<file path="src/rtl/coherence_mem_control_pkg.sv">
// Shared types for the dual-core coherence memory controller.
//   word_t      - 32-bit data/address word
//   ramstate_t  - RAM handshake state (FREE/BUSY/ACCESS/ERROR)
//   ccstate_t   - controller FSM state
//   reqclass_t  - request class chosen in IDLE, highest priority first
package coherence_mem_control_pkg;

    localparam int WORD_W = 32;

    typedef logic [WORD_W-1:0] word_t;

    typedef enum logic [1:0] {
        FREE   = 2'd0,
        BUSY   = 2'd1,
        ACCESS = 2'd2,
        ERROR  = 2'd3
    } ramstate_t;

    typedef enum logic [2:0] {
        IDLE       = 3'd0,
        WB         = 3'd1,
        RD         = 3'd2,
        IFETCH     = 3'd3,
        SNOOP      = 3'd4,
        SNOOP_RESP = 3'd5,
        C2C        = 3'd6,
        RD_SNOOPED = 3'd7
    } ccstate_t;

    typedef enum logic [2:0] {
        CLS_NONE = 3'd0,
        CLS_WB   = 3'd1,
        CLS_COH  = 3'd2,
        CLS_RD   = 3'd3,
        CLS_IF   = 3'd4
    } reqclass_t;

endpackage

</file>
<file path="src/rtl/coherence_mem_control_rr_arbiter2.sv">
// Two-requester round-robin arbiter (purely combinational).
//   req        in  [1:0]  request vector, one bit per CPU
//   last_grant in  1      CPU granted most recently
//   grant      out 1      index of the winning CPU
//   valid      out 1      at least one request present
module rr_arbiter2 (
    input  logic [1:0] req,
    input  logic       last_grant,
    output logic       grant,
    output logic       valid
);

    // A sole requester always wins; on contention the CPU that did not
    // win last time gets the grant.
    always_comb begin
        valid = |req;
        if (req == 2'b11) begin
            grant = ~last_grant;
        end else begin
            grant = req[1];
        end
    end

endmodule

</file>
<file path="src/rtl/coherence_mem_control.sv">
// Bus-side coherence/memory controller for the dual-core design.
// Arbitrates icache/dcache requests of both CPUs onto the single RAM port
// and runs MSI snoops between the two dcaches, including cache-to-cache
// transfer with a concurrent RAM writeback.
//
// Ports:
//   CLK, RST                clock, async active-high reset
//   iREN, dREN, dWEN        per-CPU cache requests
//   iaddr, daddr, dstore    per-CPU request address / write data
//   ccwrite, cctrans        per-CPU coherence intent / snoop response
//   ramload, ramstate       RAM read data and handshake state
//   iwait, dwait            per-CPU stall (active high)
//   iload, dload            per-CPU read data
//   ccwait, ccinv           snoop hold / invalidate to the snooped dcache
//   ccsnoopaddr             per-CPU snoop address
//   ramREN, ramWEN          RAM enables
//   ramaddr, ramstore       RAM address / write data
//
// state      | meaning
// -----------+---------------------------------------------------------
// IDLE       | no transaction; pick class, then CPU round-robin
// WB         | plain dcache writeback of CPU g
// RD         | plain dcache read of CPU g
// IFETCH     | icache fetch of CPU g
// SNOOP      | snoop CPU o with the requester's address (1 cycle)
// SNOOP_RESP | sample CPU o's response (1 cycle)
// C2C        | o supplies data to g while it is written back to RAM
// RD_SNOOPED | RAM read for g while o is still held
module coherence_mem_control
    import coherence_mem_control_pkg::*;
#(
    parameter int CPUS = 2
) (
    input  logic                 CLK,
    input  logic                 RST,
    input  logic [CPUS-1:0]      iREN,
    input  logic [CPUS-1:0]      dREN,
    input  logic [CPUS-1:0]      dWEN,
    input  word_t [CPUS-1:0]     iaddr,
    input  word_t [CPUS-1:0]     daddr,
    input  word_t [CPUS-1:0]     dstore,
    input  logic [CPUS-1:0]      ccwrite,
    input  logic [CPUS-1:0]      cctrans,
    input  word_t                ramload,
    input  ramstate_t            ramstate,
    output logic [CPUS-1:0]      iwait,
    output logic [CPUS-1:0]      dwait,
    output word_t [CPUS-1:0]     iload,
    output word_t [CPUS-1:0]     dload,
    output logic [CPUS-1:0]      ccwait,
    output logic [CPUS-1:0]      ccinv,
    output word_t [CPUS-1:0]     ccsnoopaddr,
    output logic                 ramREN,
    output logic                 ramWEN,
    output word_t                ramaddr,
    output word_t                ramstore
);

    if (CPUS != 2) begin : g_bad_cpus
        $error("coherence_mem_control supports exactly 2 CPUs");
    end

    ccstate_t  state;
    ccstate_t  next_state;
    logic      last_grant;
    logic      g;
    logic      o;
    reqclass_t cls;
    logic [1:0] sel_req;
    logic      arb_grant;
    logic      arb_valid;

    // The CPU owning the current transaction is always the one granted
    // last, so last_grant doubles as the registered grant.
    assign g = last_grant;
    assign o = ~last_grant;

    always_comb begin
        cls     = CLS_NONE;
        sel_req = 2'b00;
        if (|(dWEN & ~cctrans)) begin
            cls     = CLS_WB;
            sel_req = dWEN & ~cctrans;
        end else if (|cctrans) begin
            cls     = CLS_COH;
            sel_req = cctrans;
        end else if (|(dREN & ~cctrans)) begin
            cls     = CLS_RD;
            sel_req = dREN & ~cctrans;
        end else if (|iREN) begin
            cls     = CLS_IF;
            sel_req = iREN;
        end
    end

    rr_arbiter2 u_arb (
        .req        (sel_req),
        .last_grant (last_grant),
        .grant      (arb_grant),
        .valid      (arb_valid)
    );

    always_ff @(posedge CLK or posedge RST) begin
        if (RST) begin
            state      <= IDLE;
            last_grant <= 1'b0;
        end else begin
            state <= next_state;
            if (state == IDLE && arb_valid) begin
                last_grant <= arb_grant;
            end
        end
    end

    always_comb begin
        next_state  = state;
        iwait       = '1;
        dwait       = '1;
        iload       = '0;
        dload       = '0;
        ccwait      = '0;
        ccinv       = '0;
        ccsnoopaddr = '0;
        ramREN      = 1'b0;
        ramWEN      = 1'b0;
        ramaddr     = '0;
        ramstore    = '0;

        case (state)
            IDLE: begin
                if (arb_valid) begin
                    case (cls)
                        CLS_WB:  next_state = WB;
                        CLS_COH: next_state = SNOOP;
                        CLS_RD:  next_state = RD;
                        CLS_IF:  next_state = IFETCH;
                        default: next_state = IDLE;
                    endcase
                end
            end

            WB: begin
                ramWEN   = 1'b1;
                ramaddr  = daddr[g];
                ramstore = dstore[g];
                if (ramstate == ACCESS) begin
                    dwait[g]   = 1'b0;
                    next_state = IDLE;
                end
            end

            RD, RD_SNOOPED: begin
                ramREN  = 1'b1;
                ramaddr = daddr[g];
                if (state == RD_SNOOPED) begin
                    ccwait[o] = 1'b1;
                end
                if (ramstate == ACCESS) begin
                    dload[g]   = ramload;
                    dwait[g]   = 1'b0;
                    next_state = IDLE;
                end
            end

            IFETCH: begin
                ramREN  = 1'b1;
                ramaddr = iaddr[g];
                if (ramstate == ACCESS) begin
                    iload[g]   = ramload;
                    iwait[g]   = 1'b0;
                    next_state = IDLE;
                end
            end

            SNOOP: begin
                ccwait[o]      = 1'b1;
                ccsnoopaddr[o] = daddr[g];
                ccinv[o]       = ccwrite[g];
                next_state     = SNOOP_RESP;
            end

            SNOOP_RESP: begin
                ccwait[o]      = 1'b1;
                ccsnoopaddr[o] = daddr[g];
                ccinv[o]       = ccwrite[g];
                if (cctrans[o] && dWEN[o]) begin
                    next_state = C2C;
                end else if (dREN[g]) begin
                    next_state = RD_SNOOPED;
                end else begin
                    // S->M upgrade: invalidation alone completes it.
                    dwait[g]   = 1'b0;
                    next_state = IDLE;
                end
            end

            C2C: begin
                // Modified line goes to the requester and to RAM at once.
                ccwait[o] = 1'b1;
                ramWEN    = 1'b1;
                ramaddr   = daddr[g];
                ramstore  = dstore[o];
                dload[g]  = dstore[o];
                if (ramstate == ACCESS) begin
                    dwait[g]   = 1'b0;
                    dwait[o]   = 1'b0;
                    next_state = IDLE;
                end
            end

            default: next_state = IDLE;
        endcase
    end

endmodule

</file>
<file path="config.mk">
export PLATFORM = sky130hd
export DESIGN_NAME = coherence_mem_control
export DESIGN_NICKNAME = d
export VERILOG_FILES = /design/src/rtl/coherence_mem_control_pkg.sv /design/src/rtl/coherence_mem_control_rr_arbiter2.sv /design/src/rtl/coherence_mem_control.sv
export SDC_FILE = /design/constraint.sdc
export NUM_CORES = 1
export LEC_CHECK = 0
export CORE_AREA = 5 5 194 196
export CTS_BUF_LIST = sky130_fd_sc_hd__clkbuf_16
export DETAILED_ROUTE_END_ITERATION = 10
export DIE_AREA = 0 0 199 201
export GPL_ROUTABILITY_DRIVEN = 0
export GPL_TIMING_DRIVEN = 0
export PLACE_DENSITY = 0.52
export SETUP_SLACK_MARGIN = 0.02
export SLEW_MARGIN = 0
export SYNTH_ARGS = -nofsm -noshare
export SYNTH_HDL_FRONTEND = slang
export SYNTH_SLANG_ARGS = --single-unit
export TNS_END_PERCENT = 30
</file>
<file path="constraint.sdc">
create_clock -name CLK -period 2.3 [get_ports CLK]
set_clock_uncertainty 0.2 [all_clocks]
set_input_delay 0.46 -clock CLK [delete_from_list [all_inputs] [get_ports CLK]]
set_output_delay 0.46 -clock CLK [all_outputs]
set_load 0.01 [all_outputs]
</file>
# Word level (Yosys, flattened, before mapping)
# Index checks and enable logic that the tools add are counted.
dict set report word_totals {
  regBits 4
  in_bits 238
  rom_bits 0
  wordCells 107
  memories 0
  out_inout_bits 266
  latch_bits 0
  mem_bits_rw 0
}
dict set report classes {
  reduce_logical 19
  n_shift 0
  magnitude_cmp 4
  mux 56
  add_sub_neg 0
  div_mod_pow 0
  eq_ne 15
  multipliers 0
  bitwise 11
}
# cell count
set ops {}
lappend ops {{2-to-1 mux 32 bit} 10}
lappend ops {{bitwise AND 64 bit} 3}
lappend ops {{2-to-1 mux 64 bit} 3}
lappend ops {{one-hot mux 32 bit (2 select lines)} 2}
lappend ops {{one-hot mux 64 bit (2 select lines)} 1}
lappend ops {{demux 32 bit (select 1 bit)} 2}
lappend ops {{2-to-1 mux 3 bit} 8}
lappend ops {{one-hot mux 3 bit (4 select lines)} 2}
lappend ops {{2-to-1 mux 2 bit} 11}
lappend ops {{OR reduction 2 bit} 8}
lappend ops {{equality test 3 bit, second input constant} 5}
lappend ops {{2-to-1 mux 1 bit} 13}
lappend ops {{equality test 3 x 2 -> 1 bit, second input constant} 4}
lappend ops {{OR reduction 3 bit} 3}
lappend ops {{bitwise AND 2 bit} 4}
lappend ops {{equality test 3 x 1 -> 1 bit, second input constant} 2}
lappend ops {{NOT 2 bit} 3}
lappend ops {{one-hot mux 2 bit (3 select lines)} 1}
lappend ops {{OR reduction 5 bit} 1}
lappend ops {{equality test 2 bit, second input constant} 2}
lappend ops {{logical AND 1 bit} 4}
lappend ops {{< comparator 1 x 2 -> 1 bit, second input constant} 2}
lappend ops {{one-hot mux 2 bit (2 select lines)} 1}
lappend ops {{OR reduction 4 bit} 1}
lappend ops {{7 further kinds} 9}

# Logic depth before layout (Yosys ltp)
# Gate-level depths: netlist (run 1).
dict set report logic_depth {
  depth_word 10
  ltp_mapped 6
  mapped_depth_nobuf 4
}

# Hierarchy
# From an unflattened synthesis (run 1), not the netlist that was laid out.
dict set report hier_totals {
  cells_unflattened 539
  hier_area_um2 3860.0
}
# module cells_each instances area_each_um2
set by_module_without_submodules {}
lappend by_module_without_submodules {coherence_mem_control 537 1 3846.2}
lappend by_module_without_submodules {rr_arbiter2 2 1 13.8}

# Worst setup path after synthesis (run 1)
# No wires, ideal clock.
dict set report synth_path {
  path_type {register to output}
  startpoint {reg state[2]}
  endpoint {out ramstore[21]}
  stages_incl_launch_ff 6
  n_path_buf 1
  arrival_ps 1431
  slack_ps 209
  path_cell_list {dfrtp_1 -> nand2b_1 -> nor2_2 -> clkbuf_1 -> a22oi_1 -> a21oi_1}
}
dict set report synth_via {
  elab_chain_len 2
  elab_cells_between_ends 3
  cone_classes {2 x eq/ne; 1 x mux}
}
# element line
set synth_rtl {}
lappend synth_rtl {{start, declared} coherence_mem_control.sv:63} ;# ccstate_t state;
lappend synth_rtl {{start signal, assigned} coherence_mem_control.sv:108} ;# state <= next_state;
lappend synth_rtl {{equality test 3 bit or equality test 3 x 1 -> 1 bit (tied branches)} coherence_mem_control.sv:129} ;# case (state)
lappend synth_rtl {{one-hot mux 32 bit (2 select lines) *} coherence_mem_control.sv:129}
lappend synth_rtl {{end, declared} coherence_mem_control.sv:56} ;# output word_t ramstore
# Mark *: on every way between the ends. The rest lies on a longest branch, timed or not.

# Final worst setup path (run 1)
dict set report layout_path {
  startpoint {reg state[2]}
  endpoint {out ramstore[30]}
}
# Same word-level chain as after synthesis.

==> flow_metrics.tcl, run 1 <==
set metrics [dict create \
    number_of_enable_type_register_cells_in_the_synthesized_netlist 0 \
    vdd_ir_drop_max_mv 0.4360 \
    synth_seq_area_share 0.02662 \
    synth-async-reset-ratio 1.000 \
    fillerInstances 3909 \
    hold_class "primary input to async pin" \
    drv_slew 0 \
    post-synth-top-area-cell "sky130_fd_sc_hd__mux2i_1" \
    core_mm2 0.03591 \
    post_cts_hold_fix_bufs 0 \
    synth_compound_gate_area_share 0.4196 \
    clock_insertion_delay_worst_skew_ps 220 \
    yosys_register_bits 4 \
    number_of_clock_buffers_inserted_by_tritoncts 3 \
    synth-warning-count 0 \
    synth_top_cells_by_area "sky130_fd_sc_hd__mux2i_1, sky130_fd_sc_hd__and2_1, sky130_fd_sc_hd__a22o_1" \
    count_of_pins_on_the_block_boundary 504 \
    intPower_mw 4.927 \
    die_width_um 199 \
    area.growth.synth_to_final_pct 193.1 \
    synthCells 533 \
    footprint_of_the_multi_input_gates_mm2 0.004120 \
    startpoint_type "flip-flop" \
    yosys.area_share.simple 0.2908 \
    ys.flop_type "sky130_fd_sc_hd__dfrtp_1" \
    postRouteWirelength_um 39620 \
    worst_slew_pin_slew_ps 360.9 \
    synth_top_family_by_area "compound AO/OA/AOI/OAI gates" \
    post_synth.cell_area_avg_um2 7.054 \
    worst_slew_margin_rel 0.7594 \
    finalCriticalPeriod_ps 2643 \
    power.leakage_nw 5.236 \
    yosysUniqueCellTypes 44 \
    grtUsageTotal 0.1818 \
    setup_viol_count_final 249 \
    share_seq_of_total_power 0.014 \
    post_synth_fa_ha_maj_area_fraction 0.002662 \
    post-synth-top-area-fraction 0.1704 \
    first_global_vias 7825 \
    port_buffer_count 503 \
    cts.htree.levels 1 \
    hold_slack_ps 228.9 \
    postSynthNetCount 771 \
    cts_num_sinks 4 \
    die-area_mm2 0.04000 \
    power_frac_comb 0.959 \
    detailed_place_hpwl_um 32360 \
    finalHoldViolCount 0 \
    max_clock_freq_ghz 0.3784 \
    timing.final.ws_setup_ps -342.8 \
    syn_area_mm2 0.003760 \
    global_route.overflow_total 0 \
    grt_antenna_before_repair 4 \
    grt_setup_unrepaired "yes" \
    tns_ps -43160 \
    clock-root-buffer "sky130_fd_sc_hd__clkbuf_16" \
    switchingPower_mw 5.089 \
    proportion_of_total_power_due_to_net_switching 0.5080 \
    post-route-drc-count 0 \
    start_util 0.1047 \
    layout.nets 1331 \
    clock_power_share 0.027 \
    cp.required_ps 1640 \
    regArea_um2 101.3 \
    first_pass_grt_wire_length_um 54630 \
    largest_net_degree_at_the_start_of_global_routing 11 \
    pre_cts_slack_ps -1474 \
    failed_checks "negative setup slack" \
    numPlacedInstances 1504 \
    ctsLongestPathBuffers 2 \
    powerDensity_mw_per_mm2 908.9 \
    rows 70 \
    finish.cell_count_without_fillers 1563 \
    run_status "finished with violations" \
    post_synth_mux_area_share 0.1704 \
    tritoncts "built" \
    critPathKind "flip-flop to output port" \
    avgRoutedWirePerCell_um 25.35 \
    drive_above_1_share 0.3996 \
    routed-via-count 7185 \
    cp_max_fo 7 \
    floorplan.die.height_um 201 \
    cap_viol_max_count 0 \
    synth_xor_xnor_area_share 0.002329 \
    timing.critical_path.to_type "output port" \
    drtAntennaViolNets 0 \
    drtPass1Iterations 5 \
    avgViaCountPerCell 4.597 \
    arrival_ps 1980 \
    worst_setup_hold_path_clk_slew_ps 30 \
    initialDrtViolationCount 232 \
    fin_crit_sh 1.149 \
    post-layout-total-power_mw 10.02 \
]
power groups by stage:
stage | sequential, mW | clock (mW) | combinational (mW)
2_1_floorplan | 0.117 | 0 | 3.51
3_3_place_gp | 0.132 | 0 | 8.10
3_5_place_dp | 0.133 | 0 | 8.12
4_1_cts | 0.141 | 0.274 | 9.23
5_1_grt | 0.147 | 0.278 | 10.2
6_report | 0.142 | 0.271 | 9.60
final cells by class:
| type | instances | area share |
|---|---|---|
| multi-input combinational | 457 | 0.3739 |
| clock buffer | 3 | 0.006813 |
| buffer | 64 | 0.07869 |
| antenna | 4 | 0.0009084 |
| timing repair buffer | 556 | 0.4746 |
| inverter | 7 | 0.002725 |
| sequential | 4 | 0.009197 |
| tap | 468 | 0.05314 |
path summary, 6_finish.rpt:
kind | start | depth (start not counted) | end | slack [ps]
min in group CLK | cctrans[0] | 4 | g | 550
max reg2reg | state[2] | 8 | g | 560
max in group asynchronous | RST | 2 | g | 1510
max | state[2] | 11 | ramstore[30] | -340
min | RST | 2 | state[0] | 230
min reg2reg | state[0] | 3 | state[2] | 590
synth_stat cells, drive strengths merged (2+ instances only):
master	number
nand2b	10
buf	45
a22oi	33
and2	98
nor2b	4
nand4	2
o22ai	33
nand3	2
clkbuf	20
a22o	64
and3	32
o211ai	2
nand2	13
a221oi	32
nor3	2
mux2i	64
a21oi	34
o21ai	4
nor2	12
inv	7
dfrtp	4
metrics by stage:
step,cell area (um^2),utilization
2_1_floorplan,3760,-
3_3_place_gp,9380,0.2612
3_5_place_dp,9380,0.2612
4_1_cts,10600,0.2952
5_1_grt,11020,0.3068
6_report,11020,0.3069
metal layers:
metal,part of all wire,GRT usage,wire length (um)
met5,0,0,0
met4,0.040,0.06473,1577
met3,0.085,0.04297,3383
met2,0.52,0.3439,20490
met1,0.36,0.1938,14170
cells by family after synthesis:
family / count (synthesis)
fa+ha+maj: 1
flops: 4
mux: 64
buf+inv: 72
simple gates: 180
compound gates: 211
xor+xnor: 1
flip-flops by register name, indices dropped and copies added (netlist names):
name	count
state	3
g	1
worst max-delay path, stage by stage, from the launching register on:
cell,delay [ps]
sky130_fd_sc_hd__dfrtp_1,370
sky130_fd_sc_hd__buf_6,140
sky130_fd_sc_hd__buf_6,120
sky130_fd_sc_hd__buf_6,110
sky130_fd_sc_hd__clkinvlp_4,80
sky130_fd_sc_hd__nor2_4,40
sky130_fd_sc_hd__buf_12,140
sky130_fd_sc_hd__buf_12,140
sky130_fd_sc_hd__clkbuf_16,150
sky130_fd_sc_hd__a221oi_2,230
sky130_fd_sc_hd__a21oi_1,80
sky130_fd_sc_hd__buf_2,150
repair_timing:
action,in CTS,in global routing
pin swaps,31,29
buffers inserted,40,8
hold endpoints to repair,0,0
gates resized for setup,976,208
setup endpoints to repair,267,260
cloned,7,2
placed cells by master, fill, tap and decap left out, types with 7 or more instances in the layout:
master                            count
sky130_fd_sc_hd__and2_4              36
sky130_fd_sc_hd__a21oi_1             25
sky130_fd_sc_hd__buf_6               69
sky130_fd_sc_hd__nand2_1             10
sky130_fd_sc_hd__clkbuf_16            8
sky130_fd_sc_hd__and2_1              62
sky130_fd_sc_hd__nor2_4               7
sky130_fd_sc_hd__clkdlybuf4s15_2     11
sky130_fd_sc_hd__clkbuf_2            25
sky130_fd_sc_hd__mux2i_1             60
sky130_fd_sc_hd__and3_1              31
sky130_fd_sc_hd__buf_4               36
sky130_fd_sc_hd__dlymetal6s2s_1       7
sky130_fd_sc_hd__o22ai_1             10
sky130_fd_sc_hd__buf_8               10
sky130_fd_sc_hd__buf_12              33
sky130_fd_sc_hd__clkbuf_8             8
sky130_fd_sc_hd__a22oi_1             29
sky130_fd_sc_hd__a221oi_2            20
sky130_fd_sc_hd__dlygate4sd2_1       65
sky130_fd_sc_hd__o22ai_2             22
sky130_fd_sc_hd__a221oi_4             8
sky130_fd_sc_hd__clkdlybuf4s50_1    251
sky130_fd_sc_hd__buf_2               92
sky130_fd_sc_hd__a21oi_2              9
sky130_fd_sc_hd__a22o_1              60
Power figures use the tool's default switching activity.
==> run 2, diff against run 1 <==
--- a/config.mk
+++ b/config.mk
@@ -11,8 +11,10 @@
 export DIE_AREA = 0 0 199 201
 export GPL_ROUTABILITY_DRIVEN = 0
 export GPL_TIMING_DRIVEN = 0
+export HOLD_SLACK_MARGIN = 0.12
 export PLACE_DENSITY = 0.52
 export SETUP_SLACK_MARGIN = 0.02
+export SKIP_CTS_REPAIR_TIMING = 1
 export SLEW_MARGIN = 0
 export SYNTH_ARGS = -nofsm -noshare
 export SYNTH_HDL_FRONTEND = slang
==> run 2 against run 1 <==
Compared with the run above: the flow still finishes with violations (negative setup slack); count of clock-buffer cells in the layout unchanged; sequential share of layout area about the same; cell area down 1.2%; setup slack gained 13 ps; sequential cell count stayed put; sequential power barely moved; global-route usage fell by 0.95 points; critical endpoint is now iload[5]; maximum frequency up 0.49%; hold slack better by 2.8 ps; largest power group unchanged; routed wire length down 0.11%.
==> flow_metrics.tcl, run 2 (synthesized netlist as in run 1, its figures left out) <==
set metrics [dict create \
    die-area_mm2 0.04000 \
    postRouteWirelength_um 39570 \
    port_buffer_count 503 \
    global_route.overflow_total 0 \
    ff2ff_path_depth 5 \
    failed_checks "negative setup slack" \
    layout.cells.most_common "sky130_fd_sc_hd__clkdlybuf4s50_1" \
    finalCriticalPeriod_ps 2630 \
    cp.required_ps 1640 \
    largest-register "state" \
    first_global_vias 7356 \
    routed-via-count 7054 \
    regToRegEndpoint "state[1]" \
    fin_util 0.3033 \
    drtAntennaViolNets 0 \
    detailed_place_hpwl_um 32360 \
    floorplan.die.height_um 201 \
    critPathKind "flip-flop to output port" \
    cts_num_sinks 4 \
    area.growth.synth_to_final_pct 189.7 \
    fillerInstances 3872 \
    cap_viol_max_count 0 \
    count_of_pins_on_the_block_boundary 504 \
    r2r_start "g" \
    cts.htree.levels 1 \
    hold_class "primary input to async pin" \
    avgRoutedWirePerCell_um 25.51 \
    worst_slew_pin_slew_ps 495.2 \
    drive_above_1_share 0.3256 \
    drtPass1Iterations 5 \
    post-route-drc-count 0 \
    start_util 0.1047 \
    avgViaCountPerCell 4.548 \
    initialDrtViolationCount 257 \
    rows 70 \
    timing.final.ws_setup_ps -329.8 \
    timing.reg2reg.setup_slack_ps 620 \
    cp_max_fo 7 \
    die_width_um 199 \
    layout.nets 1321 \
    drv_slew 0 \
    worst_setup_hold_path_clk_slew_ps 30 \
    finalHoldViolCount 0 \
    power.leakage_nw 6.395 \
    clock-root-buffer "sky130_fd_sc_hd__clkbuf_16" \
    arrival_ps 1970 \
    vdd_ir_drop_max_mv 0.4739 \
    largest_net_degree_at_the_start_of_global_routing 11 \
    startpoint_type "flip-flop" \
    tritoncts "built" \
    worst_slew_margin_rel 0.6698 \
    setup_viol_count_final 216 \
    first_pass_grt_wire_length_um 51890 \
    grt_setup_unrepaired "yes" \
    number_of_clock_buffers_inserted_by_tritoncts 3 \
    ctsLongestPathBuffers 2 \
    run_status "finished with violations" \
    timing.critical_path.to_type "output port" \
    fin_crit_sh 1.143 \
    core_mm2 0.03591 \
    largest_register_ff_count 3 \
    clock_insertion_delay_worst_skew_ps 220 \
    pre_cts_slack_ps -1474 \
    grt_antenna_before_repair 1 \
    powerDensity_mw_per_mm2 865.8 \
    grtUsageTotal 0.1722 \
    most-common-layout-cells "sky130_fd_sc_hd__clkdlybuf4s50_1, sky130_fd_sc_hd__dlymetal6s2s_1, sky130_fd_sc_hd__buf_6, sky130_fd_sc_hd__buf_2, sky130_fd_sc_hd__a22o_1" \
    max_clock_freq_ghz 0.3803 \
]
## run 2: routing by layer
metal / routed length, um / vias to the layer above / GRT usage
met2: 20980 / 411 / 0.3286
met1: 14450 / 3387 / 0.1885
met5: 0 / - / 0
met3: 3021 / 48 / 0.03760
met4: 1115 / 0 / 0.04861
li1: - / 3208 / -
## run 2: where the power goes
| group | total, mW | internal [mW] | switching [mW] |
|---|---|---|---|
| Combinational | 9.02 | 4.30 | 4.72 |
| Clock | 0.270 | 0.222 | 0.0479 |
| Sequential | 0.143 | 0.108 | 0.0349 |
## run 2: cell type report
class	count	area, um^2	area share
Antenna cell	2	5.005	0.0004595
Buffer	65	793.3	0.07283
Clock buffer	3	75.07	0.006893
Inverter	7	26.28	0.002412
Multi-Input combinational cell	457	3794	0.3483
Sequential cell	4	101.3	0.009305
Tap cell	468	585.6	0.05376
Timing Repair Buffer	545	5512	0.5060
## run 2: how the worst max path moves through the flow
| stage | from | end | slack, ps | depth (start not counted) |
|---|---|---|---|---|
| after detailed placement | ramstate[1] | iload[49] | -1470 | 7 |
| final | state[2] | iload[5] | -330 | 8 |
| after CTS | ramstate[1] | iload[49] | -1480 | 7 |
| after floorplan | state[2] | ramstore[21] | 210 | 5 |
| after global placement | ramstate[1] | iload[49] | -1510 | 7 |
| after global routing | state[2] | iload[5] | -390 | 8 |
## run 2: critical path, cell delays in order, from the launching register on
cell and delay, ps:
sky130_fd_sc_hd__dfrtp_1 390, sky130_fd_sc_hd__buf_6 140, sky130_fd_sc_hd__and2b_4 280, sky130_fd_sc_hd__nand2_8 90
sky130_fd_sc_hd__nor3_4 230, sky130_fd_sc_hd__buf_12 190, sky130_fd_sc_hd__clkbuf_16 170, sky130_fd_sc_hd__and2_4 140
sky130_fd_sc_hd__buf_6 90
## run 2: through the flow
| stage | instance area [um^2] | instances | TNS, ps | hold slack [ps] | power (mW) |
|---|---|---|---|---|---|
| 2_1_floorplan | 3760 | 533 | 0 | 26.08 | 3.626 |
| 3_3_place_gp | 9380 | 1504 | -278190 | 463.5 | 8.234 |
| 3_5_place_dp | 9380 | 1504 | -281170 | 462.8 | 8.251 |
| 4_1_cts | 9455 | 1507 | -315870 | 233.7 | 8.567 |
| 5_1_grt | 10890 | 1550 | -61120 | 262.5 | 10.00 |
| 6_report | 10890 | 1551 | -43030 | 231.7 | 9.430 |
==> run 3, diff against run 2 <==
--- a/config.mk
+++ b/config.mk
@@ -10,7 +10,6 @@
 export DETAILED_ROUTE_END_ITERATION = 10
 export DIE_AREA = 0 0 199 201
 export GPL_ROUTABILITY_DRIVEN = 0
-export GPL_TIMING_DRIVEN = 0
 export HOLD_SLACK_MARGIN = 0.12
 export PLACE_DENSITY = 0.52
 export SETUP_SLACK_MARGIN = 0.02
==> run 3 against run 2 <==
Compared with the run above: the flow still finishes with violations (negative setup slack); total power is 4.8% higher; setup slack worse by 40 ps; routed wire length is 3.5% lower; critical path depth stayed put; sequential power is 27% higher; critical endpoint is now iload[14]; highest routed layer is now met5.
==> flow_metrics.tcl, run 3 (synthesized netlist as in run 1, its figures left out) <==
set metrics [dict create \
    rows 70 \
    ff2ff_path_depth 6 \
    tritoncts "built" \
    largest_register_ff_count 3 \
    worst_slew_margin_rel 0.7552 \
    core_mm2 0.03591 \
    finalHoldViolCount 0 \
    run_status "finished with violations" \
    drtAntennaViolNets 0 \
    clock_insertion_delay_worst_skew_ps 220 \
    failed_checks "negative setup slack" \
    ctsLongestPathBuffers 2 \
    setup_viol_count_final 247 \
    tns_ps -38970 \
    timing.critical_path.slowest_stage_cell "sky130_fd_sc_hd__dfrtp_4" \
    cp.required_ps 1640 \
    largest_net_degree_at_the_start_of_global_routing 41 \
    port_buffer_count 503 \
    die_width_um 199 \
    regToRegEndpoint "state[0]" \
    layout.nets 1390 \
    worst_slew_pin_slew_ps 366.1 \
    timing.critical_path.slowest_cell_delay_ps 510 \
    layout.cells.most_common "sky130_fd_sc_hd__clkdlybuf4s50_1" \
    most-common-layout-cells "sky130_fd_sc_hd__clkdlybuf4s50_1, sky130_fd_sc_hd__dlymetal6s2s_1, sky130_fd_sc_hd__buf_4, sky130_fd_sc_hd__and2_1" \
    vdd_ir_drop_max_mv 0.4264 \
    cts.htree.levels 1 \
    r2r_start "g" \
    regArea_um2 106.4 \
    fin_crit_sh 1.161 \
    finish.cell_count_without_fillers 1620 \
    initialDrtViolationCount 209 \
    drive_above_1_share 0.3293 \
    grtUsageTotal 0.1417 \
    cap_viol_max_count 0 \
    avgViaCountPerCell 4.461 \
    hold_slack_ps 220.7 \
    footprint_of_the_multi_input_gates_mm2 0.003737 \
    first_global_vias 7134 \
    arrival_ps 2010 \
    cp_cell_sequence "buf_6, buf_6, nor3_4, buf_6, buf_4, buf_12, and2_1, buf_2" \
    power.leakage_nw 7.488 \
    numPlacedInstances 1559 \
    routed-via-count 7227 \
    hold_class "primary input to async pin" \
    first_pass_grt_wire_length_um 44860 \
    powerDensity_mw_per_mm2 840.5 \
    largest-register "state" \
    worst_setup_hold_path_clk_slew_ps 30 \
    avgRoutedWirePerCell_um 23.58 \
    floorplan.die.height_um 201 \
    grt_antenna_before_repair 2 \
    drtPass1Iterations 4 \
    cp_max_fo 8 \
    timing.reg2reg.setup_slack_ps 450 \
    post-route-drc-count 0 \
    critPathKind "flip-flop to output port" \
    timing.critical_path.to_type "output port" \
    detailed_place_hpwl_um 26550 \
    grt_setup_unrepaired "yes" \
    max_clock_freq_ghz 0.3745 \
    global_route.overflow_total 0 \
    postRouteWirelength_um 38200 \
    fillerInstances 3773 \
    startpoint_type "flip-flop" \
    area.growth.synth_to_final_pct 212.6 \
    clock-root-buffer "sky130_fd_sc_hd__clkbuf_16" \
    start_util 0.1047 \
    timing.final.ws_setup_ps -370.1 \
    critPathMostFrequentCell "sky130_fd_sc_hd__buf_6" \
    drv_slew 0 \
    cts_num_sinks 4 \
    die-area_mm2 0.04000 \
    count_of_pins_on_the_block_boundary 504 \
    number_of_clock_buffers_inserted_by_tritoncts 3 \
    finalCriticalPeriod_ps 2670 \
]
==> run 3: cell count changes in the layout (fill, tap and decap cells not counted), sizes merged <==
cell / before / now
buf: 200 / 266
clkbuf: 57 / 26
clkdlybuf4s50: 248 / 240
diode: 2 / 1
dlymetal6s2s: 108 / 150
inv: 7 / 8
==> run 3: final cells by class <==
cell class,instances,share of cell area
Timing Repair Buffer,679,0.6140
Sequential cell,4,0.009048
Antenna cell,1,0.0002129
Multi-Input combinational cell,457,0.3180
Tap cell,468,0.04982
Clock buffer,3,0.006387
Clock inverter,1,0.0003194
Inverter,7,0.002235
==> run 3: critical path: cells and delay by family, from the launching register on <==
family                 cells  cell delay [ps]
AND/OR/NAND/NOR            2              470
buffers and inverters      6              800
flip-flops                 1              510
==> run 3: metrics by stage <==
step | setup slack [ps] | cell area, um^2 | utilization | power (mW)
floorplan | 208.8 | 3760 | - | 3.626
global placement | -788.3 | 10250 | 0.2855 | 8.749
detailed placement | -799.3 | 10250 | 0.2855 | 8.750
CTS | -802.3 | 10330 | 0.2877 | 9.076
global route | -433.1 | 11750 | 0.3272 | 10.48
finish | -370.1 | 11750 | 0.3273 | 9.879
==> run 3: worst max-delay path by stage <==
stage           startpoint            to  depth (start not counted)
2_1_floorplan     state[2]  ramstore[21]                          5
5_1_grt                  g     iload[19]                          8
6_report                 g     iload[14]                          8
3_5_place_dp   ramstate[0]     dload[26]                          6
3_3_place_gp   ramstate[0]     dload[26]                          6
4_1_cts        ramstate[0]     dload[26]                          6
==> run 3: power by group <==
part           total [mW]  switching [mW]  internal, mW
logic                9.43            4.53          4.90
clock network       0.273          0.0484         0.224
registers           0.181          0.0655         0.115
total                9.88            4.64          5.24
==> run 3: routing by layer <==
layer | share of wire | global-route usage | up-vias
met2 | 0.52 | 0.2711 | 424
met4 | 0.031 | 0.02345 | 2
li1 | - | - | 3338
met3 | 0.077 | 0.03189 | 71
met1 | 0.37 | 0.1608 | 3392
met5 | 0.00018 | 0 | -
